[src/rtl/axilite_master_arbiter.sv]
// axilite_master_arbiter: round-robin sharing of one AXI-Lite master backend.
// Define AXIL_ARB_FIXED_PRIO_EN for fixed priority (lowest index wins).
module axilite_master_arbiter #(
    parameter  int NUM_REQ = 4,
    localparam int IDW     = $clog2(NUM_REQ)
) (
    input  logic                   axi_aclk,
    input  logic                   axi_aresetn,
    input  logic [NUM_REQ-1:0]     req_valid,
    input  logic [NUM_REQ-1:0]     req_we,
    input  logic [NUM_REQ*32-1:0]  req_addr,
    input  logic [NUM_REQ*32-1:0]  req_wdata,
    input  logic [NUM_REQ*4-1:0]   req_wstrb,
    output logic [NUM_REQ-1:0]     req_ready,
    output logic [NUM_REQ-1:0]     resp_valid,
    output logic [31:0]            resp_rdata,
    output logic                   busy,
    output logic [IDW-1:0]         grant_id,
    output logic                   bk_wstart,
    output logic                   bk_rstart,
    output logic [31:0]            bk_waddr,
    output logic [31:0]            bk_wdata,
    output logic [3:0]             bk_wstrb,
    output logic [31:0]            bk_raddr,
    input  logic                   bk_wdone,
    input  logic                   bk_rdone,
    input  logic [31:0]            bk_rdata
);

    typedef enum logic [1:0] {IDLE, ISSUE, WAIT, RESP} state_t;

    state_t             state_q, state_d;
    logic [IDW-1:0]     grant_q, grant_d;
    logic               cmd_we_q, cmd_we_d;
    logic [31:0]        cmd_addr_q, cmd_addr_d;
    logic [31:0]        cmd_wdata_q, cmd_wdata_d;
    logic [3:0]         cmd_wstrb_q, cmd_wstrb_d;
    logic [31:0]        rdata_q, rdata_d;
    logic [NUM_REQ-1:0] resp_q, resp_d;
    logic               any_req;
    logic [IDW-1:0]     win;
    int                 idx;

    // Select the next owner; scanning downwards leaves the first hit in win.
    always_comb begin
        win     = grant_q;
        any_req = 1'b0;
        idx     = 0;
`ifdef AXIL_ARB_FIXED_PRIO_EN
        for (int i = NUM_REQ - 1; i >= 0; i--) begin
            if (req_valid[i]) begin
                win     = IDW'(i);
                any_req = 1'b1;
            end
        end
`else
        for (int k = NUM_REQ; k >= 1; k--) begin
            idx = int'(grant_q) + k;
            if (idx >= NUM_REQ) begin
                idx = idx - NUM_REQ;
            end
            if (req_valid[idx]) begin
                win     = IDW'(idx);
                any_req = 1'b1;
            end
        end
`endif
    end

    // Transaction FSM: accept, issue one start pulse, wait for done, respond.
    always_comb begin
        state_d     = state_q;
        grant_d     = grant_q;
        cmd_we_d    = cmd_we_q;
        cmd_addr_d  = cmd_addr_q;
        cmd_wdata_d = cmd_wdata_q;
        cmd_wstrb_d = cmd_wstrb_q;
        rdata_d     = rdata_q;
        resp_d      = '0;
        req_ready   = '0;
        bk_wstart   = 1'b0;
        bk_rstart   = 1'b0;
        unique case (state_q)
            IDLE: begin
                if (any_req) begin
                    req_ready[win] = 1'b1;
                    grant_d        = win;
                    cmd_we_d       = req_we[win];
                    cmd_addr_d     = req_addr[{win, 5'd0} +: 32];
                    cmd_wdata_d    = req_wdata[{win, 5'd0} +: 32];
                    cmd_wstrb_d    = req_wstrb[{win, 2'd0} +: 4];
                    state_d        = ISSUE;
                end
            end
            ISSUE: begin
                bk_wstart = cmd_we_q;
                bk_rstart = ~cmd_we_q;
                state_d   = WAIT;
            end
            WAIT: begin
                if (cmd_we_q && bk_wdone) begin
                    resp_d[grant_q] = 1'b1;
                    state_d         = RESP;
                end else if (!cmd_we_q && bk_rdone) begin
                    rdata_d         = bk_rdata;
                    resp_d[grant_q] = 1'b1;
                    state_d         = RESP;
                end
            end
            RESP: begin
                state_d = IDLE;
            end
            default: begin
                state_d = IDLE;
            end
        endcase
    end

    // State and command registers with synchronous active-low reset.
    always_ff @(posedge axi_aclk) begin
        if (!axi_aresetn) begin
            state_q     <= IDLE;
            grant_q     <= IDW'(NUM_REQ - 1);
            cmd_we_q    <= 1'b0;
            cmd_addr_q  <= '0;
            cmd_wdata_q <= '0;
            cmd_wstrb_q <= '0;
            rdata_q     <= '0;
            resp_q      <= '0;
        end else begin
            state_q     <= state_d;
            grant_q     <= grant_d;
            cmd_we_q    <= cmd_we_d;
            cmd_addr_q  <= cmd_addr_d;
            cmd_wdata_q <= cmd_wdata_d;
            cmd_wstrb_q <= cmd_wstrb_d;
            rdata_q     <= rdata_d;
            resp_q      <= resp_d;
        end
    end

    assign resp_valid = resp_q;
    assign resp_rdata = rdata_q;
    assign busy       = (state_q != IDLE);
    assign grant_id   = grant_q;
    assign bk_waddr   = cmd_we_q ? cmd_addr_q  : '0;
    assign bk_wdata   = cmd_we_q ? cmd_wdata_q : '0;
    assign bk_wstrb   = cmd_we_q ? cmd_wstrb_q : '0;
    assign bk_raddr   = cmd_we_q ? '0 : cmd_addr_q;

endmodule

[config.mk]
export PLATFORM = sky130hd
export DESIGN_NAME = axilite_master_arbiter
export DESIGN_NICKNAME = d
export VERILOG_FILES = /design/src/rtl/axilite_master_arbiter.sv
export SDC_FILE = /design/constraint.sdc
export NUM_CORES = 1
export LEC_CHECK = 0
export ABC_AREA = 1
export CAP_MARGIN = 20
export CORE_AREA = 2 2 177 179
export CTS_BUF_LIST = sky130_fd_sc_hd__clkbuf_4
export DETAILED_ROUTE_END_ITERATION = 10
export DIE_AREA = 0 0 179 181
export DONT_BUFFER_PORTS = 1
export GPL_TIMING_DRIVEN = 0
export PLACE_DENSITY = 0.42
export SLEW_MARGIN = 25
export SYNTH_ARGS = -nofsm -noshare
export SYNTH_HDL_FRONTEND = slang
export SYNTH_SLANG_ARGS = --single-unit
[constraint.sdc]
create_clock -name axi_aclk -period 3.9 [get_ports axi_aclk]
set_clock_uncertainty 0.05 [all_clocks]
set_input_delay 0.78 -clock axi_aclk [delete_from_list [all_inputs] [get_ports axi_aclk]]
set_output_delay 0.78 -clock axi_aclk [all_outputs]
set_load 0.005 [all_outputs]
# Word-level counts from Yosys, hierarchy flattened
# Index checks and enable logic that the tools add are counted.
totals:
  register_bits: 109
  inputBits: 316
  output_inout_bits: 145
classes:
  n_addsub: 8
  magnitude_cmp: 12
  n_eq_ne: 5
  n_shift: 3
  muxes: 44
  n_bitwise: 2
  reduce_logical: 11
op_table:
  columns: ["op", "count"]
  rows:
  - ["$shiftx 128x8->32", 2]
  - ["$mux 32", 7]
  - ["$lt 32x4->1 const B", 4]
  - ["$mux 4", 5]
  - ["$mux 1", 17]
  - ["$shiftx 16x5->4", 1]
  - ["$mux 2", 7]
  - ["$sub 3x3->4 const B", 3]
  - ["$bmux 1 s2", 5]
  - ["$ge 3x3->1 const B", 3]
  - ["$pmux 2 s4", 1]
  - ["$add 2x2->3 const B", 2]
  - ["$lt 2x3->1 const B", 2]
  - ["$reduce_and 2->1", 3]
  - ["$sub 4x3->5 const B", 1]
  - ["$add 2x3->4 const B", 1]
  - ["$demux 1 s2", 2]
  - ["$eq 2x2->1 const B", 2]
  - ["$ge 2x1->1 const B", 2]
  - ["$ge 4x3->1 const B", 1]
  - ["$logic_and 1x1->1", 4]
  - ["$add 2x1->3 const B", 1]
  - ["$ne 3x3->1 const B", 1]
  - ["$reduce_and 3->1", 1]
  - ["6 further kinds", 7]

# Depth between registers and ports, before layout
depth:
  word_depth: 16
  depth_mapped: 16
  mapped_depth_nobuf: 14

# Least setup slack after synthesis
# Ideal clock, no wire load.
synth_timing:
  kind: "register -> output"
  startpoint: "reg grant_q[0], in the netlist grant_id[0]"
  endpoint: "out req_ready[0]"
  arrival_time_ns: 2.034
  t_required_ns: 3.070
  slack_ns: 1.036
  stages_incl_launch_ff: 14
  path_buffers: 2
  cell_sequence: "dfxtp_1 -> inv_2 -> ha_1 -> inv_1 -> nand3_1 -> nand2_1 -> inv_2 -> nand2_1 -> nand2_2 -> nand2_2 -> buf_4 -> buf_6 -> inv_1 -> nor3_1"
synth_via:
  elab_chain_cells: 16
  word_cells_on_any_way: 43
  classes_between: "8 x add/sub; 6 x order compare; 28 x mux; 1 x reduce/logical"
synth_rtl:
  columns: ["element", "line_no", "text"]
  rows:
  - ["start, declared", "33", "logic [IDW-1:0] grant_q, grant_d;"]
  - ["start signal, assigned", "123", "grant_q <= IDW'(NUM_REQ - 1);"]
  - ["start signal, assigned", "132", "grant_q <= grant_d;"]
  - ["$add 2x3->4", "58", "idx = int'(grant_q) + k;"]
  - ["$sub 4x3->5 / $ge 4x3->1 (equally long branches)", "60, 59", null]
  - ["$mux 32", "59", "if (idx >= NUM_REQ) begin"]
  - ["$bmux 1 s2", "62", "if (req_valid[idx]) begin"]
  - ["$mux 1 (implied by the code) (2 in series)", "62", null]
  - ["$mux 2 (4 in series)", "62", null]
  - ["$lt 2x3->1 (implied by the code) / $ge 2x1->1 (equally long branches)", "86", "req_ready[win] = 1'b1;"]
  - ["$logic_and 1x1->1 (implied by the code)", "86", null]
  - ["$mux 1 (implied by the code)", "86", null]
  - ["$demux 1 s2", "86", null]
  - ["$mux 4 (*)", "85", "if (any_req) begin"]
  - ["$mux 4 (*)", "83", "unique case (state_q)"]
  - ["end, declared", "14", "output logic [NUM_REQ-1:0] req_ready,"]
# Every way passes the cells marked *; elsewhere a longest branch is shown, timed or not. The select of a mux whose other input is x is not followed.

# Final worst setup path
layout_timing:
  startpoint: "reg grant_q[0], in the netlist grant_id[0]"
  endpoint: "out req_ready[3]"
# The elaborated chain is that of the path after synthesis.

==> results.md <==
- Starting Density: between 20% and 30%
- Endpoint, Worst Hold: grant_id[0]$_SDFFE_PN1P_
- DIE AREA: ~32,000 um^2
- Pre-CTS setup slack: around 260 ps
- Horiz. Die Dim: 179 um
- Synth Cell Area: about 8600 um^2
- Max-slew headroom at the worst pin: between 30% and 40%
- Lkg Pwr: a little under 6 nW
- Routability cong.: ~0.86
- Total power: 0.00914 W
- Met3 routed WL: between 2 and 2.5 mm
- FF-to-FF Start: grant_id[0]$_SDFFE_PN1P_
- Share of cells above drive strength 1: just over 5%
- Most common cell after layout, fill and taps aside: inv_1
- Vias/cell: between 4 and 5
- Cell variety after synth: 21
- Met2 wire len: ~17 mm
- Num ports: 461
- Crit. End Element: output port
- Clock latency on the worst-skew pair: 530 ps
- R2r setup slk: approximately 1100 ps
- Peak Freq: roughly 0.27 GHz
- Vert. Die Dim: around 180 um
- Initial antenna violation count: 2
- Area Growth Syn to Fin: 8.23%
- Register area share after synthesis: around a quarter
- Root Buffer: clkbuf_4
- Grt total ovfl: 0
- Final Hold Viols: 0
- Unrepaired setup endpoints after global routing: true
- TritonRoute pass-1 iters: 5
- Max Cap Viol: 0
- Final Slew Violations: 0
- Reg2reg path depth: 14
- CTS tree: built
- Slew @ Worst Pin: 1010 ps
- Inserted Clock Buffers: 9
- Status: complete, no violations
- Fin nets: between 1,500 and 2,000
- Hold buffers post-CTS: 0
- Row count: between 60 and 70
- Min-delay src: axi_aresetn
- Fin crit period: 3650 ps
- Critical path's slowest cell: dfxtp_4
- H-tree depth: 3
- DRC violations left: 0
- Starting DRT DRC Count: approximately 530
- Most frequent cells in the layout: 462 x inv_1, 383 x nand3_1, 338 x nand2_1, 111 x nor2_1, 107 x dfxtp_1
- Crit path largest cell delay: about 450 ps
- Vias: between 9,000 and 10,000
- Uppermost layer routed: met4
- #FFs+latches synth: about 110
- Net Count, Synth: slightly below 2,000
- RR Endpoint: cmd_addr_q[31]$_SDFFE_PN0P_
- Tot GR Track Use: a little over a fifth
- Worst Setup Start Kind: flip-flop
- # setup viols final: 0
- Largest net degree at the start of global routing: 22
- Max Root-Sink Buffers: 2
- Hold Path Depth: 1
- Wire per inst: 17.7 um
- Core area: between 30,000 and 40,000 um^2
- Critical path class: flip-flop to output port
- Syn avg cell area: 5.37 um^2
- TNS Setup: 0 ps
- Crit-path cells: inv_2, ha_1, inv_1, nand3_1, nand2_1, inv_2, nand2_1, nand2_2, nand2_2, buf_4, buf_6, inv_1, nand2_1, nor2_1
- Period Utilization, post-route: approximately 94%
- CP max FO: 10
- Post-DP HPWL: 28.3 mm
- Min-delay worst type: input pin to flip-flop
- PwrDens: roughly 1000 nW/um^2
- Worst VDD drop: between 0.3 and 0.4 mV
- Clk pin slew, worst setup/hold paths: ~180 ps
- Final wirelength: around 36 mm
- Setup ws final: about 250 ps
- CP dominant cell by count: nand2_1
- M1 wire length: between 15 and 20 mm
- Final ANT Viol Nets: 0
- Critical path data arrival time: roughly 2800 ps
- PortBufs: 0
- Req. time, crit path: about 3100 ps
- YS warnings: 0
- Vias in the first global route: 9,002
- # fillers: 3,632
- Clk sink count: about 110
- Global-route wire length before repair: 52.0 mm
- Cell count after synthesis: about 1,600
-- logic make-up (layout without fill, tap and decap cells) --
logic type / count (synthesis) / count (layout) / share of synthesized area, %
other: 0 / 3 / 0
AOI/OAI and AO/OA: 74 / 74 / 4.33
DFF: 109 / 109 / 25.4
and+or+nand+nor: 840 / 840 / 42.6
adders and majority gates: 8 / 8 / 1.16
buffers and inverters: 571 / 590 / 26.6
-- power by group --
| group | internal (W) | switching (W) |
|---|---|---|
| logic | 0.00213 | 0.00467 |
| clock network | 0.000217 | 0.000475 |
| registers | 0.00146 | 0.000184 |
-- stage by stage --
stage / hold WS [ps] / instance area [um^2] / util [%] / cells
2_1_floorplan: 407 / 8610 / - / 1602
3_3_place_gp: 418 / 9100 / 30.0 / 1998
3_5_place_dp: 422 / 9100 / 30.0 / 1998
4_1_cts: 242 / 9280 / 30.6 / 2014
5_1_grt: 260 / 9310 / 30.7 / 2019
6_report: 294 / 9310 / 30.7 / 2020
-- worst max-delay path by stage --
stage                                   from            to  slack, ps  depth (start not counted)
global placement    grant_id[0]$_SDFFE_PN1P_  req_ready[0]        300                         11
finish              grant_id[0]$_SDFFE_PN1P_  req_ready[3]        250                         14
CTS                 grant_id[0]$_SDFFE_PN1P_  req_ready[2]         40                         10
detailed placement  grant_id[0]$_SDFFE_PN1P_  req_ready[0]        260                         11
floorplan           grant_id[0]$_SDFFE_PN1P_  req_ready[0]       1040                         13
global route        grant_id[0]$_SDFFE_PN1P_  req_ready[3]        -30                         14
-- critical path, delay by kind of cell (launching register included) --
kind	cells	cell delay, ps
adder cells (fa/ha/maj)	1	330
buffers and inverters	6	710
flip-flops	1	450
AND/OR/NAND/NOR	7	820
-- final cells by class --
| cell class | instances | area, um^2 | area share [%] |
|---|---|---|---|
| antenna | 3 | 7.51 | 0.0806 |
| buffer | 105 | 539 | 5.79 |
| clock buffer | 9 | 67.6 | 0.725 |
| clock inverter | 7 | 97.6 | 1.05 |
| inverter | 466 | 1750 | 18.8 |
| multi-input combinational | 922 | 4150 | 44.6 |
| sequential | 109 | 2190 | 23.5 |
| tap | 396 | 495 | 5.32 |
| timing repair buffer | 3 | 20.0 | 0.215 |
-- synthesized netlist by cell type, drive strengths merged --
library cell / instances / area, um^2
nor2: 112 / 428
dfxtp: 109 / 2180
nand3: 384 / 1930
inv: 466 / 1750
a21oi: 68 / 340
o21ai: 5 / 25.0
nand2: 341 / 1290
nor3: 3 / 20.0
o211ai: 1 / 7.51
buf: 70 / 408
clkbuf: 35 / 131
ha: 8 / 100
-- metal layers --
metal / vias to the layer above / track usage (%)
li1: 4761 / -
met1: 4257 / 25.8
met2: 356 / 37.0
met3: 27 / 4.86
met4: 0 / 4.88
met5: - / 0
-- flip-flops by register name, indices dropped and copies added, names as in the netlist --
signal / cells
cmd_addr_q: 32
cmd_wdata_q: 32
cmd_we_q: 1
cmd_wstrb_q: 4
grant_id: 2
resp_rdata: 32
resp_valid: 4
state_q: 2
-- timing repair --
item | CTS | global route
endpoints found under the hold margin | 0 | 0
pin swaps | 0 | 1
endpoints found under the setup margin | 4 | 4
buffers inserted | 0 | 3
gates resized for setup | 4 | 2
(Power assumes the default switching activity.)
